[src/rtl/regfile_2r1w_if.sv]
// Register file access bundle: one write port and two read ports.
//   master: drives rf_wen/rf_waddr/rf_wdata and both read addresses,
//           receives read data, rf_written and rf_wr_err.
//   slave : the register file side of the same signals.
interface regfile_2r1w_if #(
    parameter int unsigned WIDTH = 4,
    parameter int unsigned DEPTH = 8
);
    localparam int unsigned AW = $clog2(DEPTH);

    logic             rf_wen;
    logic [AW-1:0]    rf_waddr;
    logic [WIDTH-1:0] rf_wdata;
    logic [AW-1:0]    rf_raddr_a;
    logic [AW-1:0]    rf_raddr_b;
    logic [WIDTH-1:0] rf_rdata_a;
    logic [WIDTH-1:0] rf_rdata_b;
    logic [DEPTH-1:0] rf_written;
    logic             rf_wr_err;

    modport master (
        output rf_wen, rf_waddr, rf_wdata, rf_raddr_a, rf_raddr_b,
        input  rf_rdata_a, rf_rdata_b, rf_written, rf_wr_err
    );

    modport slave (
        input  rf_wen, rf_waddr, rf_wdata, rf_raddr_a, rf_raddr_b,
        output rf_rdata_a, rf_rdata_b, rf_written, rf_wr_err
    );
endinterface

[src/rtl/regfile_2r1w.sv]
// Parametrised register file: DEPTH entries of WIDTH bits, one synchronous write
// port and two combinational read ports, with optional write-to-read bypass and
// optional hardwired zero entry.
// Ports:
//   rf_clk  - clock, all state updates on the rising edge
//   rf_rst  - synchronous active-high reset
//   bus     - regfile_2r1w_if slave: write request, read addresses/data,
//             per-entry written flags and registered illegal-write pulse
module regfile_2r1w #(
    parameter int unsigned WIDTH    = 4,
    parameter int unsigned DEPTH    = 8,
    parameter bit          ZERO_REG = 1'b1,
    parameter bit          BYPASS   = 1'b1
) (
    input logic           rf_clk,
    input logic           rf_rst,
    regfile_2r1w_if.slave bus
);
    localparam int unsigned AW = $clog2(DEPTH);

    logic [WIDTH-1:0] mem_q [DEPTH];
    logic [WIDTH-1:0] mem_d [DEPTH];
    logic [DEPTH-1:0] written_q, written_d;
    logic             wr_err_q, wr_err_d;

    logic waddr_in_range;
    logic waddr_is_zero;
    logic wr_legal;

    // Range check by explicit match so non-power-of-two depths need no
    // magnitude compare against a constant.
    always_comb begin
        waddr_in_range = 1'b0;
        for (int i = 0; i < DEPTH; i++) begin
            if (bus.rf_waddr == AW'(i)) begin
                waddr_in_range = 1'b1;
            end
        end
    end

    assign waddr_is_zero = (bus.rf_waddr == '0);
    assign wr_legal      = bus.rf_wen && waddr_in_range && !(ZERO_REG && waddr_is_zero);

    // Next state: storage, written flags, error pulse.
    always_comb begin
        written_d = written_q;
        for (int i = 0; i < DEPTH; i++) begin
            mem_d[i] = mem_q[i];
            if (wr_legal && (bus.rf_waddr == AW'(i))) begin
                mem_d[i]     = bus.rf_wdata;
                written_d[i] = 1'b1;
            end
        end
        wr_err_d = bus.rf_wen && !wr_legal;
    end

    // Reset wins over a simultaneous write; that write is dropped silently.
    always_ff @(posedge rf_clk) begin
        if (rf_rst) begin
            for (int i = 0; i < DEPTH; i++) begin
                mem_q[i] <= '0;
            end
            written_q <= '0;
            wr_err_q  <= 1'b0;
        end else begin
            for (int i = 0; i < DEPTH; i++) begin
                mem_q[i] <= mem_d[i];
            end
            written_q <= written_d;
            wr_err_q  <= wr_err_d;
        end
    end

    // Read priority: out of range -> 0, zero entry -> 0, bypass, stored value.
    // Out-of-range falls through the loop with the default of 0; wr_legal
    // already excludes out-of-range and zero-entry writes, so the bypass
    // override cannot violate the earlier priorities.
    function automatic logic [WIDTH-1:0] read_port(input logic [AW-1:0] raddr);
        logic [WIDTH-1:0] rdata;
        rdata = '0;
        for (int i = 0; i < DEPTH; i++) begin
            if (raddr == AW'(i)) begin
                rdata = mem_q[i];
            end
        end
        if (ZERO_REG && (raddr == '0)) begin
            rdata = '0;
        end
        if (BYPASS && wr_legal && (raddr == bus.rf_waddr)) begin
            rdata = bus.rf_wdata;
        end
        return rdata;
    endfunction

    always_comb begin
        bus.rf_rdata_a = read_port(bus.rf_raddr_a);
        bus.rf_rdata_b = read_port(bus.rf_raddr_b);
    end

    assign bus.rf_written = written_q;
    assign bus.rf_wr_err  = wr_err_q;
endmodule

[src/flat_wrapper.sv]
// flat-port wrapper written by rule: the top's interface ports become plain ports
module regfile_2r1w_flat 
#(
    parameter int unsigned WIDTH    = 4,
    parameter int unsigned DEPTH    = 8,
    parameter bit          ZERO_REG = 1'b1,
    parameter bit          BYPASS   = 1'b1
)
  (rf_clk, rf_rst, bus_rf_wen, bus_rf_waddr, bus_rf_wdata, bus_rf_raddr_a, bus_rf_raddr_b, bus_rf_rdata_a, bus_rf_rdata_b, bus_rf_written, bus_rf_wr_err);
  regfile_2r1w_if #(.WIDTH(WIDTH), .DEPTH(DEPTH)) bus_i ();
  input logic rf_clk;
  input logic rf_rst;
  input wire logic [$bits(bus_i.rf_wen)-1:0] bus_rf_wen;
  input wire logic [$bits(bus_i.rf_waddr)-1:0] bus_rf_waddr;
  input wire logic [$bits(bus_i.rf_wdata)-1:0] bus_rf_wdata;
  input wire logic [$bits(bus_i.rf_raddr_a)-1:0] bus_rf_raddr_a;
  input wire logic [$bits(bus_i.rf_raddr_b)-1:0] bus_rf_raddr_b;
  output wire logic [$bits(bus_i.rf_rdata_a)-1:0] bus_rf_rdata_a;
  output wire logic [$bits(bus_i.rf_rdata_b)-1:0] bus_rf_rdata_b;
  output wire logic [$bits(bus_i.rf_written)-1:0] bus_rf_written;
  output wire logic [$bits(bus_i.rf_wr_err)-1:0] bus_rf_wr_err;
  assign bus_i.rf_wen = bus_rf_wen;
  assign bus_i.rf_waddr = bus_rf_waddr;
  assign bus_i.rf_wdata = bus_rf_wdata;
  assign bus_i.rf_raddr_a = bus_rf_raddr_a;
  assign bus_i.rf_raddr_b = bus_rf_raddr_b;
  assign bus_rf_rdata_a = bus_i.rf_rdata_a;
  assign bus_rf_rdata_b = bus_i.rf_rdata_b;
  assign bus_rf_written = bus_i.rf_written;
  assign bus_rf_wr_err = bus_i.rf_wr_err;
  regfile_2r1w #(.WIDTH(WIDTH), .DEPTH(DEPTH), .ZERO_REG(ZERO_REG), .BYPASS(BYPASS)) u_core (.rf_clk(rf_clk), .rf_rst(rf_rst), .bus(bus_i));
endmodule
[config.mk]
export PLATFORM = sky130hd
export DESIGN_NAME = regfile_2r1w_flat
export DESIGN_NICKNAME = d
export VERILOG_FILES = /design/src/rtl/regfile_2r1w_if.sv /design/src/rtl/regfile_2r1w.sv /design/src/flat_wrapper.sv
export SDC_FILE = /design/constraint.sdc
export NUM_CORES = 1
export LEC_CHECK = 0
export ABC_AREA = 1
export ABC_CLOCK_PERIOD_IN_PS = 1300
export BUFFER_PORTS_ARGS = -buffer_cell sky130_fd_sc_hd__buf_2
export CAP_MARGIN = 20
export CORE_MARGIN = 1.5
export CORE_UTILIZATION = 56
export DETAILED_ROUTE_END_ITERATION = 10
export PLACE_DENSITY = 0.81
export SYNTH_ARGS = -nofsm -noshare
export SYNTH_HDL_FRONTEND = slang
export SYNTH_SLANG_ARGS = --single-unit
[constraint.sdc]
create_clock -name rf_clk -period 1.3 [get_ports rf_clk]
set_input_delay 0.26 -clock rf_clk [delete_from_list [all_inputs] [get_ports rf_clk]]
set_output_delay 0.26 -clock rf_clk [all_outputs]
set_load 0.05 [all_outputs]
Yosys cells after proc, flatten, opt, wreduce, memory -nomap -nowiden:

Memories as Yosys holds them, arrays and structs flattened.
Index checks and enable logic that the tools add are counted.

* equality and inequality tests: 24
* mux-type cells: 45
* bitwise operators: 8
* reductions and logical operators: 19

Operator list (count)
* $mux 4: 34
* $eq 3x3->1 const B: 12
* $eq 3x2->1 const B: 6
* $logic_and 1x1->1: 13
* $mux 1: 11
* $eq 3x1->1 const B: 3
* $logic_not 3->1: 3
* $or 1x1->1: 8
* $eq 3x3->1: 2
* $logic_not 1->1: 2
* $reduce_and 2->1: 1
* $ne 1x1->1 const B: 1

* register bits: 9
* RAM bits: 32
* input bits: 16
* output and inout bits: 17
* memories: 1

Memories
* u_core.mem_q: depth 8, bits a word 4, read ports 7, clocked after Yosys merged registers in 0, wr ports 8, RTL line regfile_2r1w.sv:21 `logic [WIDTH-1:0] mem_q [DEPTH];`

Logic depth before layout (Yosys ltp):

* depth in word-level cells: 15
* depth in mapped cells: 10
* depth with buffers taken out: 9

Worst setup path before layout:

OpenSTA, ideal clock, no wires.

* path type: input-to-output
* start point: input port bus_rf_waddr[0]
* end point: output port bus_rf_rdata_a[0]
* arrival time: 1.278 ns
* required time: 1.040 ns
* path slack: -0.238 ns
* stages: 8
* path through: buf_2 nor2_2 o21ai_4 nand3_2 o21ai_2 nor2_1 nand2_1 nand2_1

* cells in the longest elaborated chain, start to end: 13

RTL lines
* start, declared: RTL line flat_wrapper.sv:14 `input wire logic [$bits(bus_i.rf_waddr)-1:0] bus_rf_waddr;`
* $logic_not 3->1: RTL line regfile_2r1w.sv:35, regfile_2r1w.sv:41
* $mux 1 (8 in series): RTL line regfile_2r1w.sv:35 `if (bus.rf_waddr == AW'(i)) begin`
* $logic_and 1x1->1 (2 in series): RTL line regfile_2r1w.sv:42 `assign wr_legal = bus.rf_wen && waddr_in_range && !(ZERO_REG && waddr_is_zero);`
* $logic_and 1x1->1 (*): RTL line regfile_2r1w.sv:89 `if (BYPASS && wr_legal && (raddr == bus.rf_waddr)) begin`
* $mux 4 (*): RTL line regfile_2r1w.sv:89
* end, declared: RTL line flat_wrapper.sv:18 `output wire logic [$bits(bus_i.rf_rdata_a)-1:0] bus_rf_rdata_a;`

Mark *: on every way between the ends. The rest lies on a longest branch, timed or not.

==> reports/summary.md <==
The worst hold path was traced through 3 stages. The insertion delay to the later sink of the worst-skew pair is 0.28 ns. The finished layout holds 381 standard cells, fillers aside.

Entering global routing, the biggest net connects 15 pins. After synthesis, the share of cell area in mux cells is 0%. The count of maximum capacitance violations was 0; the leakage dissipation was 1.25 nW. For the number of hold violations in the final report, the log shows 0. The tools report the end of the worst register-to-register path as u_core.mem_q[0][25]$_SDFFE_PP0P_. After synthesis the cells add up to 2170 um2. Final critical path time including I/O delays and setup: 1.70 ns. The post-synthesis cell type with the largest combined area is sky130_fd_sc_hd__edfxtp_1. For the worst flop-to-flop path, the logic depth is 2.

Post-synthesis share of cell area spent on full adders, half adders and majority gates: 0%. The cell with the most instances after synthesis is sky130_fd_sc_hd__nand2_1. The tools report the start point of the critical path as u_core.mem_q[0][14]$_DFFE_PP_. Summed over all layers, the routed wires come to 5.46 mm. The post-synthesis sequential area ratio came out at 41.5%. The tools report the max-slew violation count as 0. Clock root buffer: sky130_fd_sc_hd__clkbuf_8.

By area the synthesized netlist is led by sky130_fd_sc_hd__edfxtp_1, sky130_fd_sc_hd__dfxtp_1, sky130_fd_sc_hd__nand2_1. The logs give 1.04 ns for the required time at the endpoint of the critical path and 1.44 ns for the endpoint arrival time on the critical path. Once detail routing completed, the nets flagged for antenna violations numbered 0. The commonest cells after synthesis are sky130_fd_sc_hd__nand2_1, sky130_fd_sc_hd__nor2_1, sky130_fd_sc_hd__inv_1. In this run, distinct cell masters in the synthesized netlist total 29. Critical path capture point type: an output pin. After clock tree synthesis, the clock-pin slew on the worst setup and hold paths is 0.07 ns.

The logs give -0.397 ns for the worst setup slack after layout and 8 for the number of setup violations in the final report. The logs give 2 for the deepest clock path buffer count and 0.933 for the global placement routability congestion. Of all nets on the critical path, the largest fanout is 2. The final worst-path cycle share is 131%. Synthesized-area fraction occupied by ao, oa, aoi and oai cells: 10.4%. The launch point of the worst reg-to-reg path was u_core.mem_q[0][25]$_SDFFE_PP0P_.

The run finished, with violations left. From synthesis to final layout, the design area changed by 25.7%. The area enclosed by the die boundary was 4250 um2. The via count normalized by instance count is 5.51, and the count of fill cells added during filler insertion is 300.

The H-tree was split into 2 levels. The worst slew slack as a fraction of its limit is 80.5%. Critical path start-end classification: register to output pin.

The tools report the launching element type of the critical path as a register. For the pin with the worst max-slew slack, the measured transition is 0.292 ns. Power spread over the standard cell area amounts to 1080 nW/um2. The region available for standard cell placement spans 3690 um2. TritonCTS built the clock tree. Yosys printed 0 warnings.

The top cell type by area accounts for 22.2% of the synthesized area. The post-route netlist has 33.3% of its cells at a drive strength greater than 1. The detailed router placed 2098 vias in this run. The HPWL after detailed placement is 4.07 mm. When the netlist entered floorplanning its net count stood at 303. Async set-or-reset flop fraction in the synthesized netlist: 0%. The synthesized area divided by synthesized cell count is 7.56 um2. Across the VDD grid, the largest voltage drop is 0.992 mV. The initial antenna violation count was 0; the post-route cell area was 2730 um2.

The quantity of I/O buffers inserted on ports is 32, and the instance area after placement is 2520 um2. Number of cell rows: 22. Measured along the x axis, the die boundary spans 65.2 um. Predominant post-synthesis flop cell: sky130_fd_sc_hd__dfxtp_1. The initial core utilization was 58.8%; the number of sinks on the clock net was 37.

33 I/O pins were placed. The die is 65.2 um tall. The TritonCTS buffer count came out at 5. The first-pass GRT wire length was 8.74 mm. The worst clock skew came out at 0 ns. The number of enable-type register cells in the synthesized netlist was 16; the maximum frequency from static timing analysis was 589 MHz.

The number of instances in the synthesized netlist was 287; the number of detailed-routing iterations run before antenna repair was 6. Setup repair after global routing could not meet its margin everywhere. The post-synthesis sequential element count is 37, and the setup slack of the most critical reg-to-reg path is 0.58 ns. The detailed router finished its first iteration with 247 violations.

The fraction of the mapped netlist area in simple logic gates works out to 34.7%. Following the worst setup path forward leads to its endpoint at bus_rf_rdata_a[2]. Global routing used 27.0% of the available tracks across all layers. For this run, design rule violations remaining after detail routing come to 0. By area, the combinational part of the netlist is dominated by simple AND/OR/NAND/NOR gates. After detailed routing, the average wire length per cell comes to 14.3 um. The total overflow reported by the global router came out at 0. The checks that failed: setup timing.

Timing analysis after detailed placement gives a worst setup slack of -0.436 ns. The quantity of hold-fixing buffers added after cts was 0. In this run, placement finished with an instance count of 373.

The synthesized netlist devotes 2.42% of its cell area to XOR and XNOR gates. The number of global-route vias before repair is 1910. The repair_antennas step left the layout with diodes totalling 0. The final layout contains 348 nets.

The worst hold path class is input port to register.
area by class of cell:
class	instances	area, um2	area share, %
inverter	37	164	6.01
timing repair buffer	48	349	12.8
tap	48	60.1	2.20
multi-input combinational	203	1160	42.6
sequential	37	901	33.1
clock buffer	8	90.1	3.31
worst min path at each step:
stage / start / end / slack, ns
finish: bus_rf_wdata[3] / u_core.mem_q[0][31]$_SDFFE_PP0P_ / 0.29
global route: bus_rf_wdata[3] / u_core.mem_q[0][31]$_SDFFE_PP0P_ / 0.30
CTS: bus_rf_wdata[3] / u_core.mem_q[0][31]$_SDFFE_PP0P_ / 0.29
detailed placement: u_core.bus.rf_written[0]$_SDFFE_PP0P_ / u_core.bus.rf_written[0]$_SDFFE_PP0P_ / 0.41
global placement: u_core.bus.rf_written[0]$_SDFFE_PP0P_ / u_core.bus.rf_written[0]$_SDFFE_PP0P_ / 0.41
floorplan: rf_rst / u_core.bus.rf_written[2]$_SDFFE_PP0P_ / 0.33
repair_timing:
action,4_1_cts,5_1_grt
buffers inserted,0,0
setup endpoints to repair,8,8
pin swaps,31,19
gates resized for setup,25,10
where the power goes:
group	internal (mW)	total (mW)	switching, mW
Combinational	0.274	0.791	0.518
Sequential	1.29	1.33	0.0449
Clock	0.432	0.808	0.376
routing by layer:
| layer | global-route usage [%] | share of wire [%] | up-vias |
|---|---|---|---|
| met5 | 0 | 0 | - |
| met4 | 10.2 | 2.1 | 0 |
| met3 | 5.31 | 8.1 | 13 |
| met1 | 35.7 | 42 | 965 |
| met2 | 43.9 | 47 | 93 |
| li1 | - | - | 1027 |
layout by cell type, fill, tap and decap left out, drive strengths merged:
cell type,instances
nand3,20
edfxtp,16
clkbuf,10
nand4,13
a21oi,20
inv,37
nor2,40
o21ai,19
nand2,75
buf,46
nor3,8
dfxtp,21
xor2,4
o21bai,2
xnor2,2
through the flow:
| step | util, % | power (mW) | hold slack (ns) | setup TNS, ns |
|---|---|---|---|---|
| 6_report | 73.9 | 2.93 | 0.292 | -2.98 |
| 5_1_grt | 73.9 | 3.04 | 0.300 | -3.51 |
| 4_1_cts | 73.0 | 2.92 | 0.286 | -3.03 |
| 3_5_place_dp | 68.4 | 2.05 | 0.412 | -3.46 |
| 3_3_place_gp | 68.4 | 2.04 | 0.406 | -3.13 |
| 2_1_floorplan | - | 1.89 | 0.329 | -0.219 |
cell families (layout without fill, tap and decap cells):
group           count (synthesis)  after routing
compound gates                 41             41
buf+inv                        47             93
flops                          37             37
simple gates                  156            156
xor+xnor                        6              6
critical path: stages (launching register included):
cell and delay [ns]:
sky130_fd_sc_hd__edfxtp_1 0.42, sky130_fd_sc_hd__nand4_1 0.11, sky130_fd_sc_hd__nand3_1 0.10, sky130_fd_sc_hd__nor2_1 0.12
sky130_fd_sc_hd__nand4_1 0.10, sky130_fd_sc_hd__nand2_1 0.11, sky130_fd_sc_hd__nand2_4 0.05, sky130_fd_sc_hd__buf_6 0.14
state kept, by name, summed over array words and instances (netlist names):
name,cells
u_core.bus.rf_written,8
u_core.mem_q,28
u_core.bus.rf_wr_err,1
No activity file was read; power rests on OpenSTA's default activity.
